$ cat config.mk
export PLATFORM = sky130hd
export DESIGN_NAME = mul_sequencer_flat
export DESIGN_NICKNAME = d
export VERILOG_FILES = /design/src/rtl/mul_sequencer_if.sv /design/src/rtl/mul_sequencer.sv /design/src/flat_wrapper.sv
export SDC_FILE = /design/constraint.sdc
export NUM_CORES = 1
export LEC_CHECK = 0
export CAP_MARGIN = 20
export CORE_MARGIN = 2
export CORE_UTILIZATION = 45
export DETAILED_ROUTE_END_ITERATION = 16
export PLACE_DENSITY = 0.85
export SLEW_MARGIN = 10
export SYNTH_ARGS = -nofsm -noshare
export SYNTH_HDL_FRONTEND = slang
export SYNTH_SLANG_ARGS = --single-unit
$ cat constraint.sdc
create_clock -name clk -period 2.3 [get_ports clk]
set_clock_uncertainty 0.1 [all_clocks]
set_input_delay 0.575 -clock clk [delete_from_list [all_inputs] [get_ports clk]]
set_output_delay 0.575 -clock clk [all_outputs]
set_load 0.1 [all_outputs]
$ cat src/rtl/mul_sequencer_if.sv
// rtl/mul_sequencer_if.sv - CPU/ALU-facing signal bundle of the mul_sequencer multiplier.
interface mul_sequencer_if;
  logic        start;
  logic [63:0] srcA;
  logic [63:0] srcB;
  logic        busy;
  logic        done;
  logic [63:0] product;
  logic        alu_own;
  logic [1:0]  aluFun;
  logic [63:0] aluA;
  logic [63:0] aluB;
  logic [63:0] valE;

  modport slave (
    input  start, srcA, srcB, valE,
    output busy, done, product, alu_own, aluFun, aluA, aluB
  );

  modport master (
    output start, srcA, srcB, valE,
    input  busy, done, product, alu_own, aluFun, aluA, aluB
  );
endinterface

$ cat src/rtl/mul_sequencer.sv
// rtl/mul_sequencer.sv - shift-and-add 64x64 (low half) multiplier driving the shared ALU.
// Optional MUL_EARLY_EXIT_EN ends RUN once no multiplier bits remain.
module mul_sequencer (
  input  logic           clk,
  input  logic           rst,
  mul_sequencer_if.slave bus
);

  typedef enum logic [1:0] {
    S_IDLE = 2'd0,
    S_RUN  = 2'd1,
    S_DONE = 2'd2
  } state_t;

  state_t      r_state;
  logic [63:0] r_mcand;
  logic [63:0] r_mplier;
  logic [63:0] r_acc;
  logic [63:0] r_product;
  logic [5:0]  r_count;
  logic        r_busy;
  logic        r_done;

  logic        w_run;
  logic        w_last;

  assign w_run = (r_state == S_RUN);

`ifdef MUL_EARLY_EXIT_EN
  assign w_last = (r_mplier[63:1] == 63'd0);
`else
  assign w_last = (r_count == 6'd63);
`endif

  always_ff @(posedge clk) begin
    if (rst) begin
      r_state   <= S_IDLE;
      r_mcand   <= 64'd0;
      r_mplier  <= 64'd0;
      r_acc     <= 64'd0;
      r_product <= 64'd0;
      r_count   <= 6'd0;
      r_busy    <= 1'b0;
      r_done    <= 1'b0;
    end else begin
      case (r_state)
        S_RUN: begin
          r_acc    <= bus.valE;
          r_mcand  <= r_mcand << 1;
          r_mplier <= r_mplier >> 1;
          r_count  <= r_count + 6'd1;
          if (w_last) begin
            // valE already holds the final partial sum, so capture it directly
            r_product <= bus.valE;
            r_state   <= S_DONE;
            r_busy    <= 1'b0;
            r_done    <= 1'b1;
          end
        end
        default: begin
          r_done <= 1'b0;
          if (bus.start) begin
            r_mcand  <= bus.srcA;
            r_mplier <= bus.srcB;
            r_acc    <= 64'd0;
            r_count  <= 6'd0;
            r_state  <= S_RUN;
            r_busy   <= 1'b1;
          end else begin
            r_state <= S_IDLE;
          end
        end
      endcase
    end
  end

  assign bus.busy    = r_busy;
  assign bus.done    = r_done;
  assign bus.product = r_product;
  assign bus.alu_own = w_run;
  assign bus.aluFun  = 2'b00;
  assign bus.aluA    = (w_run && r_mplier[0]) ? r_mcand : 64'd0;
  assign bus.aluB    = w_run ? r_acc : 64'd0;

endmodule

$ cat src/flat_wrapper.sv
// flat-port wrapper written by rule: the top's interface ports become plain ports
module mul_sequencer_flat 
  (clk, rst, bus_start, bus_srcA, bus_srcB, bus_valE, bus_busy, bus_done, bus_product, bus_alu_own, bus_aluFun, bus_aluA, bus_aluB);
  mul_sequencer_if bus_i ();
  input  logic clk;
  input  logic rst;
  input wire logic [$bits(bus_i.start)-1:0] bus_start;
  input wire logic [$bits(bus_i.srcA)-1:0] bus_srcA;
  input wire logic [$bits(bus_i.srcB)-1:0] bus_srcB;
  input wire logic [$bits(bus_i.valE)-1:0] bus_valE;
  output wire logic [$bits(bus_i.busy)-1:0] bus_busy;
  output wire logic [$bits(bus_i.done)-1:0] bus_done;
  output wire logic [$bits(bus_i.product)-1:0] bus_product;
  output wire logic [$bits(bus_i.alu_own)-1:0] bus_alu_own;
  output wire logic [$bits(bus_i.aluFun)-1:0] bus_aluFun;
  output wire logic [$bits(bus_i.aluA)-1:0] bus_aluA;
  output wire logic [$bits(bus_i.aluB)-1:0] bus_aluB;
  assign bus_i.start = bus_start;
  assign bus_i.srcA = bus_srcA;
  assign bus_i.srcB = bus_srcB;
  assign bus_i.valE = bus_valE;
  assign bus_busy = bus_i.busy;
  assign bus_done = bus_i.done;
  assign bus_product = bus_i.product;
  assign bus_alu_own = bus_i.alu_own;
  assign bus_aluFun = bus_i.aluFun;
  assign bus_aluA = bus_i.aluA;
  assign bus_aluB = bus_i.aluB;
  mul_sequencer u_core (.clk(clk), .rst(rst), .bus(bus_i));
endmodule
==> After elaboration in Yosys (flattened, before gate mapping) <==
Cells that the tools add are included.
{ "classes": {"add_sub_neg": 1, "n_mul": 0, "div_mod_pow": 0, "magnitude_cmp": 0, "eq_ne": 3, "n_shift": 0, "n_mux": 16, "n_bitwise": 1, "reduce_logical": 6} }
{ "op_table": {"columns": ["operator", "n"], "rows": [
  ["$mux W64", 6],
  ["$mux W63", 2],
  ["$mux W6", 2],
  ["$add A6 B1 Y6 const B", 1],
  ["$eq A6 B6 Y1 const B", 1],
  ["$mux W1", 4],
  ["$mux W2", 2],
  ["$reduce_and A2 Y1", 2],
  ["$reduce_or A2 Y1", 2],
  ["$eq A2 B1 Y1 const B", 1],
  ["$ne A2 B2 Y1 const B", 1],
  ["$reduce_bool A2 Y1", 1],
  ["$logic_and A1 B1 Y1", 1],
  ["$not A1 Y1", 1]
]} }
{ "word_totals": {"register_bits": 266, "latch_bits": 0, "ram_bits": 0, "romBits": 0, "input_bits": 195, "output_inout_bits": 197, "wordCells": 37, "n_memories": 0} }

==> Depth between registers and ports, before layout <==
Gate-level depths: netlist (run 1).
{ "depth": {"word_depth": 3, "depth_mapped": 9, "mapped_depth_nobuf": 5} }

==> Worst setup path after synthesis (run 1) <==
No wires, ideal clock.
{ "synth_timing": {"kind": "register to output", "start": "reg u_core.r_state[1]", "end": "out bus_aluB[56]", "t_arrival_ns": 2.224, "required_time_ns": 1.625, "slack_ns": -0.599, "stages_incl_launch_ff": 8, "n_path_buf": 4, "path_cell_list": "dfxtp_1 > nand2b_1 > buf_6 > inv_2 > buf_4 > buf_2 > buf_2 > and2_1"} }
{ "synth_between": {"elab_chain_len": 2} }
{ "synth_lines": {"columns": ["item", "line_no", "source"], "rows": [
  ["from (decl)", "mul_sequencer.sv:15", "state_t r_state;"],
  ["from (signal assigned)", "mul_sequencer.sv:37", "r_state <= S_IDLE;"],
  ["from (signal assigned)", "mul_sequencer.sv:55", "r_state <= S_DONE;"],
  ["from (signal assigned)", "mul_sequencer.sv:67", "r_state <= S_RUN;"],
  ["$eq A2 B1 Y1", "mul_sequencer.sv:27", "assign w_run = (r_state == S_RUN);"],
  ["net bus_alu_own", "flat_wrapper.sv:14", "output wire logic [$bits(bus_i.alu_own)-1:0] bus_alu_own;"],
  ["$mux W64", "mul_sequencer.sv:83", "assign bus.aluB = w_run ? r_acc : 64'd0;"],
  ["to (decl)", "flat_wrapper.sv:17", "output wire logic [$bits(bus_i.aluB)-1:0] bus_aluB;"]
]} }
The timed path passes the listed nets, and every way through them passes these cells.

==> Final worst setup path (run 1) <==
{ "layout_timing": {"start": "reg u_core.r_state[1]", "end": "out bus_aluA[6]"} }
{ "layout_between": {"elab_chain_len": 3} }
{ "layout_lines": {"columns": ["item", "line_no", "source"], "rows": [
  ["$eq A2 B1 Y1", "mul_sequencer.sv:27", null],
  ["$logic_and A1 B1 Y1", "mul_sequencer.sv:82", "assign bus.aluA = (w_run && r_mplier[0]) ? r_mcand : 64'd0;"],
  ["$mux W64", "mul_sequencer.sv:82", null],
  ["to (decl)", "flat_wrapper.sv:16", "output wire logic [$bits(bus_i.aluA)-1:0] bus_aluA;"]
]} }
Every way passes these cells.

==> results of run 1 <==
-- state kept, by name, summed over array words and instances (netlist names) --
| name | cells |
|---|---|
| u_core.bus.busy | 1 |
| u_core.bus.done | 1 |
| u_core.bus.product | 64 |
| u_core.r_acc | 64 |
| u_core.r_count | 6 |
| u_core.r_mcand | 64 |
| u_core.r_mplier | 64 |
| u_core.r_state | 2 |
-- cell families after synthesis --
family | count (synthesis) | share of synthesized area, %
AOI/OAI and AO/OA | 266 | 17.8
adders and majority gates | 1 | 0.112
buffers and inverters | 119 | 5.80
DFF | 266 | 47.8
muxes | 128 | 11.5
other | 1 | 0.0336
and+or+nand+nor | 407 | 17.0
-- layout make-up --
type                            instances  area, µm²  share of cell area (%)
Inverter                                1       16.3                  0.0920
Clock inverter                         12        174                   0.983
Clock buffer                           39        832                    4.70
Multi-Input combinational cell        804       5490                    31.0
Timing Repair Buffer                  418       5440                    30.8
Sequential cell                       266       5330                    30.1
Tap cell                              324        405                    2.29
-- where the power goes --
group / internal (mW) / total, mW / switching (mW) / leakage [nW]
clock: 2.96 / 4.87 / 1.90 / 0.499
combinational: 0.851 / 1.85 / 1.00 / 4.64
sequential: 4.86 / 5.05 / 0.184 / 2.18
total: 8.68 / 11.8 / 3.09 / 7.32
-- routing by layer --
| metal | share of wire, % | GRT usage, % | wire length, µm | vias to the layer above |
|---|---|---|---|---|
| met5 | 0 | 0 | 0 | - |
| met4 | 4.8 | 12.5 | 1800 | 0 |
| met3 | 7.6 | 6.55 | 2870 | 104 |
| met2 | 49 | 47.6 | 18600 | 454 |
| met1 | 38 | 32.6 | 14500 | 5032 |
| li1 | - | - | - | 4859 |
-- stage by stage --
stage / setup WS [ps] / utilization [%] / cell area (µm²) / instances
2_1_floorplan: -216 / - / 11300 / 1189
3_3_place_gp: 372 / 67.7 / 16500 / 1810
3_5_place_dp: 303 / 67.7 / 16500 / 1810
4_1_cts: -125 / 72.7 / 17700 / 1864
5_1_grt: -175 / 72.7 / 17700 / 1864
6_report: -109 / 72.7 / 17700 / 1864
-- what timing repair did --
item	4_1_cts	5_1_grt
gates cloned	2	0
endpoints found under the setup margin	129	128
buffers inserted	1	0
pin swaps	12	9
gates resized for setup	74	4
-- cells in the final DEF (no fill, tap or decap), types with 52 or more instances in the layout --
cell type        netlist  layout
a211oi_1             126     126
a22o_1                65      65
and2_4                 0      62
and3_2                 1      52
buf_12                 0     142
buf_4                 14      80
clkdlybuf4s50_1        0     192
dfxtp_1              266     265
mux2i_1              128     128
nand2_1              128     128
nor2_1               135     134
-- worst max-delay path, delay by kind of cell, from the launching register on --
family	cells	cell delay, ps
buffers and inverters	3	470
DFF	1	300
and+or+nand+nor	2	400
-- worst min-delay path by stage --
stage / startpoint / end / slack (ps) / cells after the start
5_1_grt: u_core.bus.product[1] / u_core.bus.product[1] / 380 / 2
3_5_place_dp: u_core.r_acc[50] / u_core.r_acc[50] / 350 / 1
3_3_place_gp: u_core.bus.product[3] / u_core.bus.product[3] / 340 / 2
4_1_cts: u_core.bus.product[51] / u_core.bus.product[51] / 360 / 2
2_1_floorplan: u_core.r_acc[0] / u_core.r_acc[0] / 330 / 1
6_report: u_core.bus.product[51] / u_core.bus.product[51] / 360 / 2
==> results.cfg, run 1 <==
[run_status]
outcome = finished, violations left
violations = setup timing

[power]
p_total_mw = 11.8
vdd_drop_max_v = 0.000513
power_density_nw_per_um2 = 665
power_leakage_nw = 7.32

[yosys]
ys_types = 31
synthTopCellsByArea = dfxtp_1, mux2i_1, a211oi_1
yosysSeqAreaShare_pct = 47.8
synth_edf_count = 0
syn_area_um2 = 11200
async_flop_share_pct = 0
ys.flop_type = dfxtp_1
synth_warnings = 0
yosysTopAreaCell = dfxtp_1
ys_seq_elements = 266
yosysMostFrequentCell = dfxtp_1
syn_area_per_cell_um2 = 9.39
postSynthCellCount = 1188
synth_top_area_share_pct = 47.8
synthTopCellsByCount = dfxtp_1, nor2_1, mux2i_1, nand2_1, a211oi_1

[sta]
period_share_pct = 105
slew_viol_final = 0
worst_slew_pin_slew_ps = 701
rsz0062_at_grt = true
setup_tns_ps = -8410
whs_ps = 359
min_period_ps = 2410
fin_ws_ps = -109
fmax_mhz = 415
maxSlewHeadroom_pct = 53.3
setup_viol = 128
hold_viol = 0

[worst_setup_path]
rr_startpoint = u_core.r_state[1]
rr_endpoint = u_core.r_mcand[23]
r2r_cells = 6
critPathSlowestCell = dfxtp_1
crit_path_max_incr_delay_ps = 300
startpoint = u_core.r_state[1]
crit_top_cell = buf_12
crit_arrival_ps = 1730
crit_chain = nand2b_4, clkinv_8, buf_12, and3_2, buf_12
critPathLaunchType = flop
endpoint = bus_aluA[6]
path_max_fanout = 41
critPathKind = flop to output pin
crit_path_end_kind = output pin
required_ps = 1620
r2r_setup_slack_ps = 230

[route]
drc = 0
ant_nets = 0
wl_um = 37700
drt_first_pass_iters = 7
avgViaCountPerCell = 5.61
dr_total_vias = 10400
wl_per_cell_um = 20.3
drt_iter0_markers = 834

[final_layout]
final_net_count = 1715
area_delta_synth_final_pct = 58.6
insertedDiodeCount = 0
nFillCells = 1605
drive_above_1_share_pct = 28.2

[grt]
grt_max_degree = 174
overflow = 0
grt_util_all_layers_pct = 27.6
antenna_found_initial = 0
grt_pass1_vias = 10500
grt_pass1_wl_um = 58000

[die]
die_x_um = 161
ios = 392
initial_core_util_pct = 45.9
rows = 57
core_um2 = 24300
dieArea_um2 = 26100
die_h_um = 161

[cts]
cts-root-buf = clkbuf_16
cts_hold_buf = 0
cts_tree = built
cts.sinks = 266
clk_latency_ps = 540
cts.path.max_buffers = 3
h-tree-depth = 1
cts_made_buffers = 28
path_clk_slew_ps = 60

[placed_design]
gp_congestion = 0.877
portBuffers = 389
dpl.hpwl_um = 24800

[run]
drv_cap = 0

[hold_path]
hold_path_class = flop to flop
No activity file was read; power rests on OpenSTA's default activity.
==> run 2, diff against run 1 <==
--- a/config.mk
+++ b/config.mk
@@ -9,6 +9,7 @@
 export CORE_MARGIN = 2
 export CORE_UTILIZATION = 45
 export DETAILED_ROUTE_END_ITERATION = 16
+export GPL_ROUTABILITY_DRIVEN = 0
 export PLACE_DENSITY = 0.85
 export SLEW_MARGIN = 10
 export SYNTH_ARGS = -nofsm -noshare
==> results of run 2 <==
The final DEF is identical to that of run 1; final timing and power are the same.
==> run 3, diff against run 2 <==
--- a/config.mk
+++ b/config.mk
@@ -6,10 +6,9 @@
 export NUM_CORES = 1
 export LEC_CHECK = 0
 export CAP_MARGIN = 20
-export CORE_MARGIN = 2
 export CORE_UTILIZATION = 45
 export DETAILED_ROUTE_END_ITERATION = 16
-export GPL_ROUTABILITY_DRIVEN = 0
+export GPL_ROUTABILITY_DRIVEN = 1
 export PLACE_DENSITY = 0.85
 export SLEW_MARGIN = 10
 export SYNTH_ARGS = -nofsm -noshare
==> results.cfg, run 3 (synthesis results as in run 1) <==
[route]
wl_per_cell_um = 19.8
ant_nets = 0
wl_um = 36900
wl_met1_um = 14700
drc = 0
drt_first_pass_iters = 7
dr_total_vias = 10400
dr_wl_met3_um = 2120
wl_met2_um = 18000
avgViaCountPerCell = 5.56
routed.top_layer = met5
drt_iter0_markers = 805

[worst_setup_path]
critPathLaunchType = flop
required_ps = 1620
crit_path_end_kind = output pin
rr_endpoint = u_core.r_mplier[18]
path_max_fanout = 33
r2r_cells = 6
r2r_setup_slack_ps = 190
critPathKind = flop to output pin
rr_startpoint = u_core.r_state[1]
crit_arrival_ps = 1720

[final_layout]
fin_area_um2 = 17700
final_common_cell = dfxtp_1
final_cell_mix = dfxtp_1, clkdlybuf4s50_1, buf_12, nor2_1
drive_above_1_share_pct = 27.9
area_delta_synth_final_pct = 58.8
nFillCells = 1588
final_net_count = 1713
fin_cells = 1867

[hold_path]
hp-start = rst
hold_path_class = input port to flop
hold_end = u_core.bus.product[27]
worstHoldPathCells = 2

[placed_design]
preCtsSetupSlack_ps = 330
dpl.hpwl_um = 24200
place_inst = 1805
portBuffers = 389
gp_congestion = 0.869
placed_cell_area_um2 = 16500

[die]
core_um2 = 24300
die_h_um = 159
dieArea_um2 = 25400
rows = 57
initial_core_util_pct = 45.9
die_x_um = 159
ios = 392

[grt]
antenna_found_initial = 4
grt_pass1_vias = 10500
grt_util_all_layers_pct = 28.4
grt_max_degree = 142
overflow = 0
grt_pass1_wl_um = 58200

[cts]
cts_hold_buf = 0
cts_tree = built
clk_latency_ps = 540
h-tree-depth = 1
cts.sinks = 266
cts.path.max_buffers = 3
cts_made_buffers = 29
path_clk_slew_ps = 60
cts-root-buf = clkbuf_16

[run_status]
violations = setup timing
outcome = finished, violations left

[sta]
setup_viol = 128
fmax_mhz = 418
maxSlewHeadroom_pct = 63.1
rsz0062_at_grt = true
period_share_pct = 104
worst_slew_pin_slew_ps = 553
fin_ws_ps = -90.2
slew_viol_final = 0
hold_viol = 0
min_period_ps = 2390

[power]
seq_power_share_pct = 42.9
p_int_mw = 8.67
power_density_nw_per_um2 = 664
clockPowerShare_pct = 41.3
net-switching-power_mw = 3.08
p_sw_share_pct = 26.2
vdd_drop_max_v = 0.000495
power_leakage_nw = 7.30
comb_power_share_pct = 15.8

[run]
drv_cap = 0
[run 3: cell count changes in the layout (fill, tap and decap cells not counted), sizes merged]
cell | previous run | this run
buf | 226 | 223
clkinv | 8 | 6
clkbuf | 39 | 45
inv | 0 | 1
clkinvlp | 1 | 0
bufinv | 4 | 3
diode | 0 | 3
[run 3: power by group through the flow]
| stage | clock [mW] | sequential (mW) | combinational (mW) |
|---|---|---|---|
| after floorplan | 0 | 5.07 | 1.05 |
| after global placement | 0 | 5.12 | 1.73 |
| after detailed placement | 0 | 5.13 | 1.78 |
| after CTS | 4.92 | 5.04 | 1.83 |
| after global routing | 5.12 | 5.07 | 1.97 |
| final | 4.85 | 5.05 | 1.85 |
[run 3: per-stage QoR]
step                      TNS, ps  power (mW)  util (%)  hold slack, ps
after floorplan             -1510        6.12         -             334
after global placement          0        6.86      67.7             343
after detailed placement        0        6.91      67.7             348
after CTS                  -12260        11.8      72.6             240
after global routing       -15560        12.2      72.8             259
final                       -6710        11.8      72.8             262
[run 3: critical path, cell delays in order (launching register included)]
cell	delay (ps)
dfxtp_1	300
nand2b_4	160
clkinv_8	90
buf_12	190
and3_2	250
buf_12	180
[run 3: final cells by class]
class | instances | area (µm²) | area share [%]
multi-input combinational | 804 | 5490 | 31.0
timing repair buffer | 415 | 5460 | 30.8
sequential | 266 | 5330 | 30.1
clock buffer | 45 | 876 | 4.95
tap | 324 | 405 | 2.29
clock inverter | 9 | 131 | 0.742
inverter | 1 | 16.3 | 0.0918
antenna | 3 | 7.51 | 0.0424
[run 3: timing repair]
item / CTS / global route
resized for setup: 49 / 11
pin swaps: 9 / 13
setup buffers: 0 / 3
endpoints found under the setup margin: 128 / 128
gates cloned: 2 / 0
[run 3: worst max-delay path by stage]
stage               slack, ps  cells after the start          startpoint           end
floorplan                -220                      7   u_core.r_state[1]  bus_aluB[56]
global placement          350                      3  u_core.r_mplier[0]  bus_aluA[63]
finish                    -90                      5   u_core.r_state[1]   bus_aluA[1]
global route             -160                      5   u_core.r_state[1]   bus_aluA[9]
CTS                      -130                      5   u_core.r_state[1]  bus_aluA[41]
detailed placement        330                      3  u_core.r_mplier[0]  bus_aluA[63]
[run 3: routing by layer]
metal | global-route usage [%] | vias to the layer above
li1 | - | 4867
met2 | 48.3 | 405
met3 | 5.24 | 116
met5 | 0 | -
met1 | 33.8 | 4994
met4 | 15.6 | 2
